<file path="src/rtl/mac_dot_sequencer.sv">
// Dot-product sequencer around a combinational MAC (Y = A*B + C).
// The accumulator is loaded with a bias, one operand pair is folded in per
// accepted beat, and the final sum is offered on a valid/ready result port.

module mac_unit #(
    parameter int WIDTH_A = 5,
    parameter int WIDTH_B = 7
) (
    input  logic [WIDTH_A-1:0]         i_a,
    input  logic [WIDTH_B-1:0]         i_b,
    input  logic [WIDTH_A+WIDTH_B-1:0] i_c,
    output logic [WIDTH_A+WIDTH_B-1:0] o_y
);
    localparam int WY = WIDTH_A + WIDTH_B;

    // Product always fits in WY bits; only the add can wrap.
    assign o_y = (WY'(i_a) * WY'(i_b)) + i_c;
endmodule

module mac_dot_sequencer #(
    parameter int WIDTH_A = 5,
    parameter int WIDTH_B = 7,
    parameter int LEN_W   = 8
) (
    input  logic                       clk,
    input  logic                       rst_n,
    input  logic                       start,
    input  logic [LEN_W-1:0]           len,
    input  logic [WIDTH_A+WIDTH_B-1:0] c_init,
    input  logic                       abort,
    input  logic                       in_valid,
    output logic                       in_ready,
    input  logic [WIDTH_A-1:0]         in_a,
    input  logic [WIDTH_B-1:0]         in_b,
    output logic                       out_valid,
    input  logic                       out_ready,
    output logic [WIDTH_A+WIDTH_B-1:0] out_y,
    output logic                       out_ovf,
    output logic                       busy
);
    localparam int WY = WIDTH_A + WIDTH_B;

    typedef enum logic [1:0] {S_IDLE, S_RUN, S_DONE} state_t;

    state_t           r_state;
    logic [WY-1:0]    r_acc;
    logic [LEN_W-1:0] r_cnt;
    logic [LEN_W-1:0] r_len;
    logic             r_ovf;
    logic             r_in_ready;
    logic             r_out_valid;
    logic [WY-1:0]    r_out_y;
    logic             r_out_ovf;
    logic             r_busy;

    logic [WY-1:0]    w_y;
    logic             w_wrap;
    logic             w_last;

    mac_unit #(.WIDTH_A(WIDTH_A), .WIDTH_B(WIDTH_B)) u_mac (
        .i_a (in_a),
        .i_b (in_b),
        .i_c (r_acc),
        .o_y (w_y)
    );

    // A*B < 2^WY, so the sum wrapped exactly when it came out below acc.
    assign w_wrap = (w_y < r_acc);
    assign w_last = (r_cnt == (r_len - LEN_W'(1)));

    // Job FSM; handshake and result outputs are registered alongside the state.
    always_ff @(posedge clk or negedge rst_n) begin
        if (!rst_n) begin
            r_state     <= S_IDLE;
            r_acc       <= '0;
            r_cnt       <= '0;
            r_len       <= '0;
            r_ovf       <= 1'b0;
            r_in_ready  <= 1'b0;
            r_out_valid <= 1'b0;
            r_out_y     <= '0;
            r_out_ovf   <= 1'b0;
            r_busy      <= 1'b0;
        end else begin
            case (r_state)
                S_IDLE: begin
                    if (start) begin
                        r_acc  <= c_init;
                        r_ovf  <= 1'b0;
                        r_cnt  <= '0;
                        r_len  <= len;
                        r_busy <= 1'b1;
                        if (len != '0) begin
                            r_state    <= S_RUN;
                            r_in_ready <= 1'b1;
                        end else begin
                            // Empty vector: the bias is the result.
                            r_state     <= S_DONE;
                            r_out_valid <= 1'b1;
                            r_out_y     <= c_init;
                            r_out_ovf   <= 1'b0;
                        end
                    end
                end
                S_RUN: begin
                    if (abort) begin
                        // Abort wins over a coincident beat; the beat is dropped.
                        r_state    <= S_IDLE;
                        r_in_ready <= 1'b0;
                        r_busy     <= 1'b0;
                    end else if (in_valid) begin
                        r_acc <= w_y;
                        r_ovf <= r_ovf | w_wrap;
                        r_cnt <= r_cnt + LEN_W'(1);
                        if (w_last) begin
                            r_state     <= S_DONE;
                            r_in_ready  <= 1'b0;
                            r_out_valid <= 1'b1;
                            r_out_y     <= w_y;
                            r_out_ovf   <= r_ovf | w_wrap;
                        end
                    end
                end
                S_DONE: begin
                    // Result is held until consumed or the job is cancelled.
                    if (abort || out_ready) begin
                        r_state     <= S_IDLE;
                        r_out_valid <= 1'b0;
                        r_busy      <= 1'b0;
                    end
                end
                default: begin
                    r_state     <= S_IDLE;
                    r_in_ready  <= 1'b0;
                    r_out_valid <= 1'b0;
                    r_busy      <= 1'b0;
                end
            endcase
        end
    end

    assign in_ready  = r_in_ready;
    assign out_valid = r_out_valid;
    assign out_y     = r_out_y;
    assign out_ovf   = r_out_ovf;
    assign busy      = r_busy;
endmodule

</file>
<file path="config.mk">
export PLATFORM = sky130hd
export DESIGN_NAME = mac_dot_sequencer
export DESIGN_NICKNAME = d
export VERILOG_FILES = /design/src/rtl/mac_dot_sequencer.sv
export SDC_FILE = /design/constraint.sdc
export NUM_CORES = 1
export LEC_CHECK = 0
export ABC_AREA = 1
export CAP_MARGIN = 20
export CORE_MARGIN = 2
export CORE_UTILIZATION = 60
export DETAILED_ROUTE_END_ITERATION = 10
export PLACE_DENSITY = 0.86
export SYNTH_ARGS = -nofsm -noshare
export SYNTH_HDL_FRONTEND = slang
export SYNTH_SLANG_ARGS = --single-unit
</file>
<file path="constraint.sdc">
create_clock -name clk -period 6.3 [get_ports clk]
set_input_delay 1.89 -clock clk [delete_from_list [all_inputs] [get_ports clk]]
set_output_delay 1.89 -clock clk [all_outputs]
set_load 0.005 [all_outputs]
</file>
==> run summary, run 1 <==
The number of antenna violations at the first check in global routing came out at 0. The pre-CTS setup slack came out at -0.1361 ns. Once detail routing completed, the nets flagged for antenna violations numbered 0. The hold buffer count at cts came out at 0. The worst setup path is captured at a register. The kind of cell with the highest combined delay along the critical path is adder cells. Timing would allow up to ~0.17 GHz. The residual DRC count is 0. The first-pass GRT wire length is about 16000 microns. Summed over all instances, the cell type with the most area after synthesis is dfrtp_1. The synthesis warning total came out at 0. The largest net degree at the start of global routing is a little under 50. The clock tree synthesis step divided the H-tree into 2 levels. The via count is ~3800. Measured against its own limit, the worst slew margin works out to around 64%. The initial DRC count is 280.

The number of library cell types mapped by synthesis came out at 34. The type of the worst min-delay path is reg2reg. For this block, wires on met1 add up to ~4000 microns.

The net count of the finished layout is between 700 and 800. The count of final max-slew check failures is 0. Clock tree synthesis selected as its root buffer the cell clkbuf_8.

The post-synth net total came out at 671. The final period utilization came out at 95.48%. The row count is 30. Setup repair after global routing left no endpoint under its margin.

The synthesized area per cell is 7.244 sq um. The required time at the endpoint of the critical path is ~6.5 ns. The detailed placer's ending HPWL came out at 7466 microns. Summed over all nets, wire length on met3 after detailed routing comes to roughly 430 microns. In the synthesized netlist, the number of instances is ~580. The utilization after layout is 73.89%. The TritonCTS sink count is 47. The die covers between 7000 and 8000 sq um. The worst hold slack after final layout came out at about 0.48 ns. The number of violations of the max-capacitance limit is 0. The met2 wire length is between 4000 and 5000 microns. The starting density of the core is roughly three fifths. The number of buffers on the longest clock path came out at 2. The setup path with the least slack is of type in2reg. The height of the die came out at between 80 and 90 microns. The clock reaches the later pin of the worst-skew pair after ~0.31 ns. The layout overhead on the synthesized area came out at 19.86%.

The number of global-route vias before repair is about 3800. The standard cell core area came out at between 6000 and 7000 sq um. In this design, the critical path's most frequently occurring cell is nand2_1. The number of buffer cells added on primary ports is between 50 and 60.

The clock arrives with 0.002717 ns of skew. The design draws around 2.8 mW. In this run the horizontal extent of the chip is roughly 87 microns.

Counting the buffers created by CTS gives 5. The share of cells above drive strength 1 is under 10%. The share of Yosys cell area claimed by the top area cell type is roughly 28%.

The flow ran to the end, and the final reports show no timing, DRC or antenna violations. The number of vias per cell came out at between 5 and 6. The average detailed-routed wire length per instance is about 13 microns. The longest individual stage delay on the worst path came out at 0.57 ns.

The worst endpoint data arrival time came out at 6.22 ns. The antenna diode instance count is 0. Setup violations remaining at the end of the flow were counted as 0. Traced cell by cell, the critical path runs through clkdlybuf4s50_1, nand2_1, inv_1, fa_1, fa_1, inv_1, fa_1, inv_1, ha_1, buf_4, nand3_1, nand2_1, nand2_1, nand3_1, and2_1, ha_1, nand2_1, nor2_2, nand3_1, nand3_1, a21oi_2, nand4_1, nand2_1.

The sequential-to-total area share from yosys stat came out at 28.24%. The worst supply voltage drop on vdd is 0.0004091 V. For this run, the total global-route usage over all layers was measured as between 20% and 30%. Clock-pin slew was measured on the worst setup and hold paths at 0.09 ns. The static leakage power is around 2.8 nW.

The layout filler cell count is between 500 and 600. The number of endpoints with negative hold slack in the final report came out at 0. By area the synthesized netlist is led by dfrtp_1 28%, nand2_1 17%, fa_1 12%.

The slowest stage of the critical path belongs to the cell clkdlybuf4s50_1. The slew at the pin with the worst max-slew slack is 0.5355 ns. The shortest clock period the worst path allows after layout came out at ~6 ns. After synthesis the cells add up to between 4000 and 5000 sq um. In this run the count of I/O pins placed on the die edge is 54. The worst path setup slack after routing came out at around 0.29 ns. The worst path buffer plus inverter count came out at 5. The power density relative to cell area is about 560 nW/um^2. The synthesized design contains between 40 and 50 register bits.

The weighted congestion at the end of routability-driven global placement is ~0.90. The residual overflow from global routing came out at 0. TritonCTS built the clock tree. Before antenna repair, the detailed router went through 5 iterations. The final layout contains routed wiring with a total length of roughly 9500 microns. In this run the top signal layer used is met4.

The startpoint class of the critical path is an input port. Of all nets on the critical path, the largest fanout is 5.
power by group:
part           leakage [nW]  total (mW)  internal, mW  switching (mW)
sequential            0.597       0.523         0.428          0.0949
combinational          2.13        2.00         0.798            1.20
clock                0.0644       0.267         0.158           0.109
kinds of logic after synthesis:
group / Yosys count / synth area share (%)
flops: 47 / 28.24
fa+ha+maj: 58 / 22.11
buf+inv: 126 / 11.78
compound gates: 53 / 6.639
xor+xnor: 8 / 1.682
simple gates: 283 / 29.56
flip-flops by register name (all words and copies together), names as in the netlist:
register   count
busy           1
in_ready       1
out_ovf        1
out_valid      1
out_y         12
r_acc         12
r_cnt          8
r_len          8
r_ovf          1
r_state        2
worst paths after layout:
path | depth (start not counted) | slack [ns] | end | startpoint
max | 23 | 0.29 | out_ovf$_DFFE_PN0P_ | in_b[2]
min | 2 | 0.48 | out_y[5]$_DFFE_PN0P_ | out_y[5]$_DFFE_PN0P_
max reg2reg | 20 | 2.10 | out_ovf$_DFFE_PN0P_ | r_acc[6]$_DFFE_PN0P_
min reg2reg | 2 | 0.48 | out_y[5]$_DFFE_PN0P_ | out_y[5]$_DFFE_PN0P_
max in group asynchronous | 2 | 4.44 | out_y[10]$_DFFE_PN0P_ | rst_n
min in group asynchronous | 1 | 1.40 | r_len[1]$_DFFE_PN0P_ | rst_n
synth_stat cells, drive strengths merged:
cell type / count
nand2: 191
inv: 114
dfrtp: 47
nor2: 33
o21ai: 33
ha: 32
nand3: 29
fa: 26
nand4: 17
a21oi: 15
clkbuf: 7
xor2: 6
buf: 5
and2: 4
nor3: 4
nand3b: 3
o21a: 2
xnor2: 2
a21o: 1
a31oi: 1
nor3b: 1
nor4: 1
o31ai: 1
timing repair:
item,CTS,global route
resized for setup,0,9
endpoints found under the setup margin,0,2
buffers inserted,0,0
metal layers:
layer	track usage [%]	vias up
li1	-	1890
met5	0	-
met2	46.01	117
met3	4.645	21
met1	33.25	1818
met4	8.112	0
layout make-up:
type                    instances  area (sq um)  share of cell area [%]
multi-input cells             402          2511                   50.30
clock inverters                 3         67.56                   1.353
clock buffers                   5         68.82                   1.378
well taps                      80         100.1                   2.005
inverters                     114         427.9                   8.571
flip-flops and latches         47          1176                   23.56
repair buffers                 65         640.6                   12.83
tightest hold or removal path, cell delays in order, from the launching register on:
cell     delay, ns
dfrtp_1       0.35
nand2_1       0.05
nand2_1       0.05
stage by stage:
stage	instance area [sq um]	setup TNS, ns	cells
after CTS	4947	0	715
after floorplan	4165	0	575
after global placement	4811	0	707
after global routing	4992	0	716
after detailed placement	4811	-0.2211	707
final	4992	0	716
cells in the final DEF (no fill, tap or decap), types with 3 or more instances in the layout:
cell and n:
nand2_2 3, nand2_1 187, nand4_1 17, buf_4 11, inv_2 5, and2_1 4, clkbuf_8 5, fa_1 26
nor3_1 3, ha_1 32, dfrtp_1 47, dlymetal6s2s_1 5, xor2_1 6, nand3_1 27, nand3b_1 3, o21ai_0 32
a21oi_1 13, nor2_2 4, nor2_1 27, clkdlybuf4s50_1 47, inv_1 109
No activity file was read; power rests on OpenSTA's default activity.
==> run 2: changes to the inputs <==
- CAP_MARGIN: 20 -> not set
==> run 2 against run 1 <==
Against the previous run: flip-flop and latch count did not move; design area fell by 0.40%; first-iteration DRC count rose by 13%; final cell count fell by 0.14%; critical path depth fell by 2; global-route usage did not move; sequential share of layout area rose by 0.095 points; sequential power barely moved; worst hold slack barely moved; power fell by 0.28%; core utilization fell by 0.30 points; critical path type unchanged; largest cell class unchanged; largest power group unchanged.
==> run summary, run 2 (synthesized netlist as in run 1, its figures left out) <==
The worst hold path startpoint is out_y[5]$_DFFE_PN0P_ (unchanged). The share of cells above drive strength 1 is 6.299% (was 6.447%). The detailed placer's ending HPWL came out at 7466 microns (unchanged). The number of buffers created by CTS is 5 (unchanged). The height of the die is 87.32 microns (unchanged). The worst hold slack after final layout was 0.4818 ns (was 0.4817 ns).

The clock latency of the later-clocked register in the worst-skew pair came out at 0.30 ns (was 0.31 ns). The hold buffer count at cts is 0 (unchanged). The pre-CTS setup slack came out at -0.1361 ns (unchanged). The worst supply voltage drop on vdd is 0.0004028 V (was 0.0004091 V).

The layout overhead on the synthesized area was 19.38% (was 19.86%). The most common cell after layout, fill and taps aside was nand2_1 (unchanged). The worst path setup slack after routing is 0.2817 ns (was 0.2850 ns). The cell area after placement came out at 4811 sq um (unchanged).

The count of endpoints failing setup in the final report came out at 0 (unchanged). The final total negative setup slack came out at 0 ns (unchanged). The standard cell core area came to 6756 sq um (unchanged). The longest individual stage delay on the worst path is 0.54 ns (was 0.57 ns). The first-pass GRT wire length is 16160 microns (unchanged). Outcome: finished, final reports clean (unchanged).

The all-layer global routing usage came out at 26.37% (unchanged). The average detailed-routed wire length per instance came out at 13.16 microns (was 13.27 microns). The maximum fanout along the worst path was 5 (unchanged).

The detailed-router iteration count before antenna repair came out at 5 (unchanged). The number of endpoints with negative hold slack in the final report is 0 (unchanged). The master cell of the clock root buffer is clkbuf_8 (unchanged). The headroom to the max-slew limit is 29.90% (was 64.26%). The final period utilization came to 95.53% (was 95.48%). The CTS tree is yes (unchanged). The source of the critical timing path is in_b[2] (unchanged). The total wire length came out at 9407 microns (was 9502 microns). The slew at the pin with the worst max-slew slack is 1.052 ns (was 0.5355 ns). The shortest clock period the worst path allows after layout came out at 6.018 ns (was 6.015 ns). The weighted congestion at the end of routability-driven global placement is 0.9036 (unchanged). The clock edge transition at the registers on the reported setup and hold paths is 0.09 ns (about the same). The finished layout cell area is 4972 sq um (was 4992 sq um). The residual DRC count was 0 (unchanged).

The total die area came to 7625 sq um (unchanged). The number of global-route vias before repair is 3759 (unchanged). The power density relative to cell area is 559.1 nW/um^2 (was 558.4 nW/um^2). The classification of the worst setup path is in2reg (unchanged). The antenna diode instance count came to 0 (unchanged). RSZ-0062 raised after global routing: false (unchanged). The deepest level of the CTS H-tree came out at 2 (unchanged). The static leakage power is 2.783 nW (was 2.793 nW). The cell with the biggest individual delay on the critical path is fa_1 (was clkdlybuf4s50_1).

The worst clock skew is 0.003076 ns (was 0.002717 ns). The worst endpoint data arrival time is 6.26 ns (was 6.22 ns). List of cells traversed by the critical path: clkdlybuf4s50_1, nand2_1, inv_1, fa_1, fa_1, inv_1, fa_1, inv_1, ha_1, a21oi_2, nor2_1, nor2_1, nand3b_1, and2_1, ha_1, a21oi_1, o21a_1, nand3_1, a21oi_2, nand4_1, nand2_1 (was clkdlybuf4s50_1, nand2_1, inv_1, fa_1, fa_1, inv_1, fa_1, inv_1, ha_1, buf_4, nand3_1, nand2_1, nand2_1, nand3_1, and2_1, ha_1, nand2_1, nor2_2, nand3_1, nand3_1, a21oi_2, nand4_1, nand2_1). The critical path capture point type is a register (unchanged). The TritonCTS sink count is 47 (unchanged).

The starting density of the core was 61.65% (unchanged). The layout filler cell count is 514 (was 506). The startpoint class of the critical path was an input port (unchanged). The number of vias per cell came out at 5.385 (was 5.372). The residual overflow from global routing was 0 (unchanged).

The number of buffers on the longest clock path came out at 2 (unchanged). The flop-to-flop setup slack came out at 2.10 ns (about the same). The number of antenna violations at the first check in global routing is 0 (unchanged). The number of violations of the max-capacitance limit is 0 (unchanged). The number of buffer cells added on primary ports is 53 (unchanged). The row count came out at 30 (unchanged). The reg-to-reg startpoint was r_acc[6]$_DFFE_PN0P_ (unchanged). The fmax came out at 0.1662 GHz (was 0.1663 GHz). The number of I/O pins came out at 54 (unchanged). The required time at the endpoint of the critical path came to 6.55 ns (was 6.51 ns). The number of nets with antenna violations after detailed routing came out at 0 (unchanged). The die span in x came out at 87.32 microns (unchanged). The final net count is 730 (was 731). The count of final max-slew check failures came out at 0 (unchanged).

Highest-count cells in the layout ignoring fill and taps: 187 x nand2_1, 109 x inv_1, 47 x dfrtp_1, 47 x clkdlybuf4s50_1 (unchanged). The via count is 3850 (was 3846). The type of the worst min-delay path is reg2reg (unchanged). The initial DRC count is 317 (was 280). The largest net degree at the start of global routing came out at 49 (unchanged).
## run 2: cell types whose count changed in the layout (fill, tap and decap cells not counted)
cell	before	now
buf_12	1	0
## run 2: per-layer routing
layer	global-route usage, %	routed length (microns)	vias up
met5	0	0	-
met4	8.112	254	0
met3	4.645	405	27
met2	46.01	4785	119
met1	33.25	3962	1817
li1	-	-	1887
## run 2: repair_timing
item / CTS / global route
endpoints found under the setup margin: 0 / 2
resized for setup: 0 / 9
setup buffers: 0 / 0
## run 2: area by class of cell
cell class / count / area, sq um / area share [%]
Tap cell: 80 / 100.1 / 2.013
Multi-Input combinational cell: 402 / 2511 / 50.50
Sequential cell: 47 / 1176 / 23.65
Clock buffer: 5 / 68.82 / 1.384
Clock inverter: 3 / 67.56 / 1.359
Timing Repair Buffer: 64 / 620.6 / 12.48
Inverter: 114 / 427.9 / 8.606
## run 2: path summary, 6_finish.rpt
check / to / depth (start not counted)
min: out_y[5]$_DFFE_PN0P_ / 2
max reg2reg: out_ovf$_DFFE_PN0P_ / 20
min in group asynchronous: r_len[1]$_DFFE_PN0P_ / 1
max: out_ovf$_DFFE_PN0P_ / 21
min reg2reg: out_y[5]$_DFFE_PN0P_ / 2
max in group asynchronous: in_ready$_DFFE_PN0P_ / 1
## run 2: power breakdown
group | internal (mW) | switching (mW) | total (mW)
Combinational | 0.795 | 1.20 | 1.99
Sequential | 0.428 | 0.0943 | 0.522
Clock | 0.158 | 0.107 | 0.265
Total | 1.38 | 1.40 | 2.78
## run 2: stage by stage
| stage | utilization, % | power, mW | cells |
|---|---|---|---|
| 5_1_grt | 73.59 | 3.100 | 715 |
| 3_3_place_gp | 71.20 | 2.363 | 707 |
| 2_1_floorplan | - | 1.930 | 575 |
| 3_5_place_dp | 71.20 | 2.460 | 707 |
| 6_report | 73.59 | 2.780 | 715 |
| 4_1_cts | 73.22 | 2.747 | 715 |
## run 2: worst max-delay path, delay by kind of cell
kind	cells	cell delay, ns
and+or+nand+nor	8	0.85
adders and majority gates	5	2.17
AOI/OAI and AO/OA	4	0.68
buffers and inverters	4	0.66
==> run 3: changes to the inputs <==
- CORE_MARGIN: 2 -> 8
- CTS_CLUSTER_SIZE: not set -> 20
==> run 3 against run 2 <==
Against the previous run: routed wire length rose by 4.5%; critical path depth rose by 3; flip-flop and latch count did not move; first-iteration DRC count fell by 46%; combinational power barely moved; clock skew rose by 0.0064 ns; largest power group unchanged; design area fell by 0.68%; clock power fell by 29%; critical path type unchanged; maximum frequency rose by 1.4%; die area rose by 29%.
==> run summary, run 3 (synthesized netlist as in run 1, its figures left out) <==
The residual DRC count came out at 0 (unchanged). The worst hold slack after final layout is 0.4803 ns (was 0.4818 ns). The type of the worst min-delay path was reg2reg (unchanged). The cell area after placement is 4818 sq um (was 4811 sq um). The via count is 3832 (was 3850). The cell that appears most often on the critical path is nand2_1. The residual overflow from global routing came out at 0 (unchanged). The total wire length is 9830 microns (was 9407 microns). The all-layer global routing usage was 20.86% (was 26.37%). The layout filler cell count is 528 (was 514). The share of cells above drive strength 1 is 6.289% (was 6.299%).

The maximum fanout along the worst path came out at 4 (was 5). The required time at the endpoint of the critical path is 6.50 ns (was 6.55 ns). Outcome: finished, final reports clean (unchanged).

The number of buffers on the longest clock path was 2 (unchanged). The number of global-route vias before repair came out at 3829 (was 3759). The pre-CTS setup slack came out at -0.1470 ns (was -0.1361 ns).

The finished layout cell area is 4938 sq um (was 4972 sq um). The final total negative setup slack came to 0 ns (unchanged). The row count was 30 (unchanged).

The cell with the biggest individual delay on the critical path is clkdlybuf4s50_1 (was fa_1). The longest individual stage delay on the worst path came to 0.54 ns (about the same). The TritonCTS sink count is 47 (unchanged). The count of final max-slew check failures is 0 (unchanged). The worst supply voltage drop on vdd came out at 0.0003673 V (was 0.0004028 V).

The antenna diode instance count was 0 (unchanged). The most common cell after layout, fill and taps aside is nand2_1 (unchanged). The number of antenna violations at the first check in global routing came out at 0 (unchanged). The hold buffer count at cts came out at 0 (unchanged). The count of cells along the worst hold path came to 2 (unchanged).

The headroom to the max-slew limit was 27.42% (was 29.90%). The post-cts repair resize count came out at 0 (unchanged). The number of buffer cells added on primary ports was 53 (unchanged). The flop-to-flop setup slack is 2.08 ns (was 2.10 ns). The number of endpoints with negative hold slack in the final report came out at 0 (unchanged). The CTS tree is yes (unchanged). The met1 usage came out at 24.97% (was 33.25%). The weighted congestion at the end of routability-driven global placement came out at 0.8720 (was 0.9036).

The classification of the worst setup path is in2reg (unchanged). The startpoint class of the critical path is an input port (unchanged). The met2 track demand over resource was 37.71% (was 46.01%). The layout overhead on the synthesized area came out at 18.56% (was 19.38%). The worst hold path startpoint is out_y[6]$_DFFE_PN0P_ (was out_y[5]$_DFFE_PN0P_).

The reg-to-reg critical path endpoint is out_ovf$_DFFE_PN0P_ (unchanged). The die span in x came to 99.32 microns (was 87.32 microns). The clock latency of the later-clocked register in the worst-skew pair is 0.31 ns (was 0.30 ns). The power density relative to cell area came to 542.5 nW/um^2 (was 559.1 nW/um^2). The average detailed-routed wire length per instance is 13.73 microns (was 13.16 microns). The largest net degree at the start of global routing is 49 (unchanged). The number of cells in the finished layout apart from fillers came to 716 (was 715). The final net count came out at 731 (was 730). The final period utilization is 94.18% (was 95.53%).

The worst endpoint data arrival time is 6.13 ns (was 6.26 ns). The slew at the pin with the worst max-slew slack came out at 1.089 ns (was 1.052 ns). The static leakage power came out at 2.809 nW (was 2.783 nW).

The register area came out at 1176 sq um (unchanged). The deepest level of the CTS H-tree is 2 (unchanged). The placed cell count came out at 708 (was 707).

The worst reg-to-reg path cell count is 23 (was 20). The total die area came out at 9864 sq um (was 7625 sq um). RSZ-0062 raised after global routing: false (unchanged).

The number of nets with antenna violations after detailed routing was 0 (unchanged). The detailed placer's ending HPWL is 7862 microns (was 7466 microns). The number of buffers created by CTS came out at 5 (unchanged). The worst clock skew was 0.009451 ns (was 0.003076 ns). The height of the die came out at 99.32 microns (was 87.32 microns). The number of vias per cell came out at 5.352 (was 5.385). The first-pass GRT wire length is 17140 microns (was 16160 microns). The master cell of the clock root buffer is clkbuf_8 (unchanged). The clock edge transition at the registers on the reported setup and hold paths was 0.09 ns (about the same). The post-CTS setup repair buffer count came to 0 (unchanged). Highest-count cells in the layout ignoring fill and taps: 187 x nand2_1, 109 x inv_1, 47 x dfrtp_1, 43 x clkdlybuf4s50_1 (was 187 x nand2_1, 109 x inv_1, 47 x dfrtp_1, 47 x clkdlybuf4s50_1).

The worst path setup slack after routing came out at 0.3666 ns (was 0.2817 ns). The standard cell core area came out at 6756 sq um (unchanged). The initial DRC count came out at 170 (was 317). The peak-usage layer in the global routing report is met2 (unchanged). The count of endpoints failing setup in the final report is 0 (unchanged). The global routing usage on met3 is 3.352% (was 4.645%). The capture endpoint of the worst hold path is out_y[6]$_DFFE_PN0P_ (was out_y[5]$_DFFE_PN0P_).

The number of I/O pins is 54 (unchanged). The shortest clock period the worst path allows after layout is 5.933 ns (was 6.018 ns). List of cells traversed by the critical path: clkdlybuf4s50_1, nand2_1, fa_1, inv_1, fa_1, inv_1, fa_1, inv_1, ha_1, nand2_1, inv_1, nand2_1, nand2_1, nand2_1, nand4_1, and2_1, ha_1, nand2_1, nor2_1, nand3_1, nand3_1, a21oi_2, nand4_1, nand2_1 (was clkdlybuf4s50_1, nand2_1, inv_1, fa_1, fa_1, inv_1, fa_1, inv_1, ha_1, a21oi_2, nor2_1, nor2_1, nand3b_1, and2_1, ha_1, a21oi_1, o21a_1, nand3_1, a21oi_2, nand4_1, nand2_1). The area of the multi-input gates is 2509 sq um (was 2511 sq um). The starting density of the core is 61.65% (unchanged). The number of violations of the max-capacitance limit is 0 (unchanged). The detailed-router iteration count before antenna repair came out at 5 (unchanged). The reg-to-reg startpoint is r_acc[6]$_DFFE_PN0P_ (unchanged). The fmax came to 0.1685 GHz (was 0.1662 GHz). The critical path capture point type is a register (unchanged).
==> run 3: worst max-delay path by stage <==
stage	startpoint	to	depth (start not counted)	slack, ns
final	in_a[0]	out_ovf$_DFFE_PN0P_	24	0.37
after floorplan	in_b[2]	out_ovf$_DFFE_PN0P_	20	0.73
after detailed placement	in_a[3]	out_ovf$_DFFE_PN0P_	21	-0.15
after global placement	in_a[3]	out_ovf$_DFFE_PN0P_	22	0.02
after global routing	in_b[1]	out_ovf$_DFFE_PN0P_	23	0.03
after CTS	in_a[3]	out_ovf$_DFFE_PN0P_	21	0.15
==> run 3: cell type report <==
class | instances | area share (%)
Timing Repair Buffer | 65 | 12.92
Tap cell | 80 | 2.027
Sequential cell | 47 | 23.82
Clock buffer | 5 | 1.393
Inverter | 114 | 8.665
Clock inverter | 3 | 0.3800
Multi-Input combinational cell | 402 | 50.80
==> run 3: power breakdown <==
part           switching [mW]  internal (mW)  total [mW]
registers              0.0926          0.428       0.520
clock network           0.109         0.0784       0.188
logic                    1.18          0.793        1.97
==> run 3: per-stage QoR <==
stage / utilization, % / power (mW)
final: 73.09 / 2.679
after floorplan: - / 1.930
after global routing: 73.09 / 3.013
after detailed placement: 71.31 / 2.460
after global placement: 71.31 / 2.370
after CTS: 72.61 / 2.658
==> run 3: metal layers <==
| metal | routed length, microns | vias up |
|---|---|---|
| met5 | 0 | - |
| met4 | 201 | 0 |
| met3 | 378 | 21 |
| met2 | 5081 | 93 |
| met1 | 4167 | 1818 |
| li1 | - | 1900 |
==> run 3: worst max-delay path: cells and delay by family <==
family,cells,cell delay [ns]
fa+ha+maj,5,2.12
simple gates,13,1.33
buf+inv,5,0.74
compound gates,1,0.06
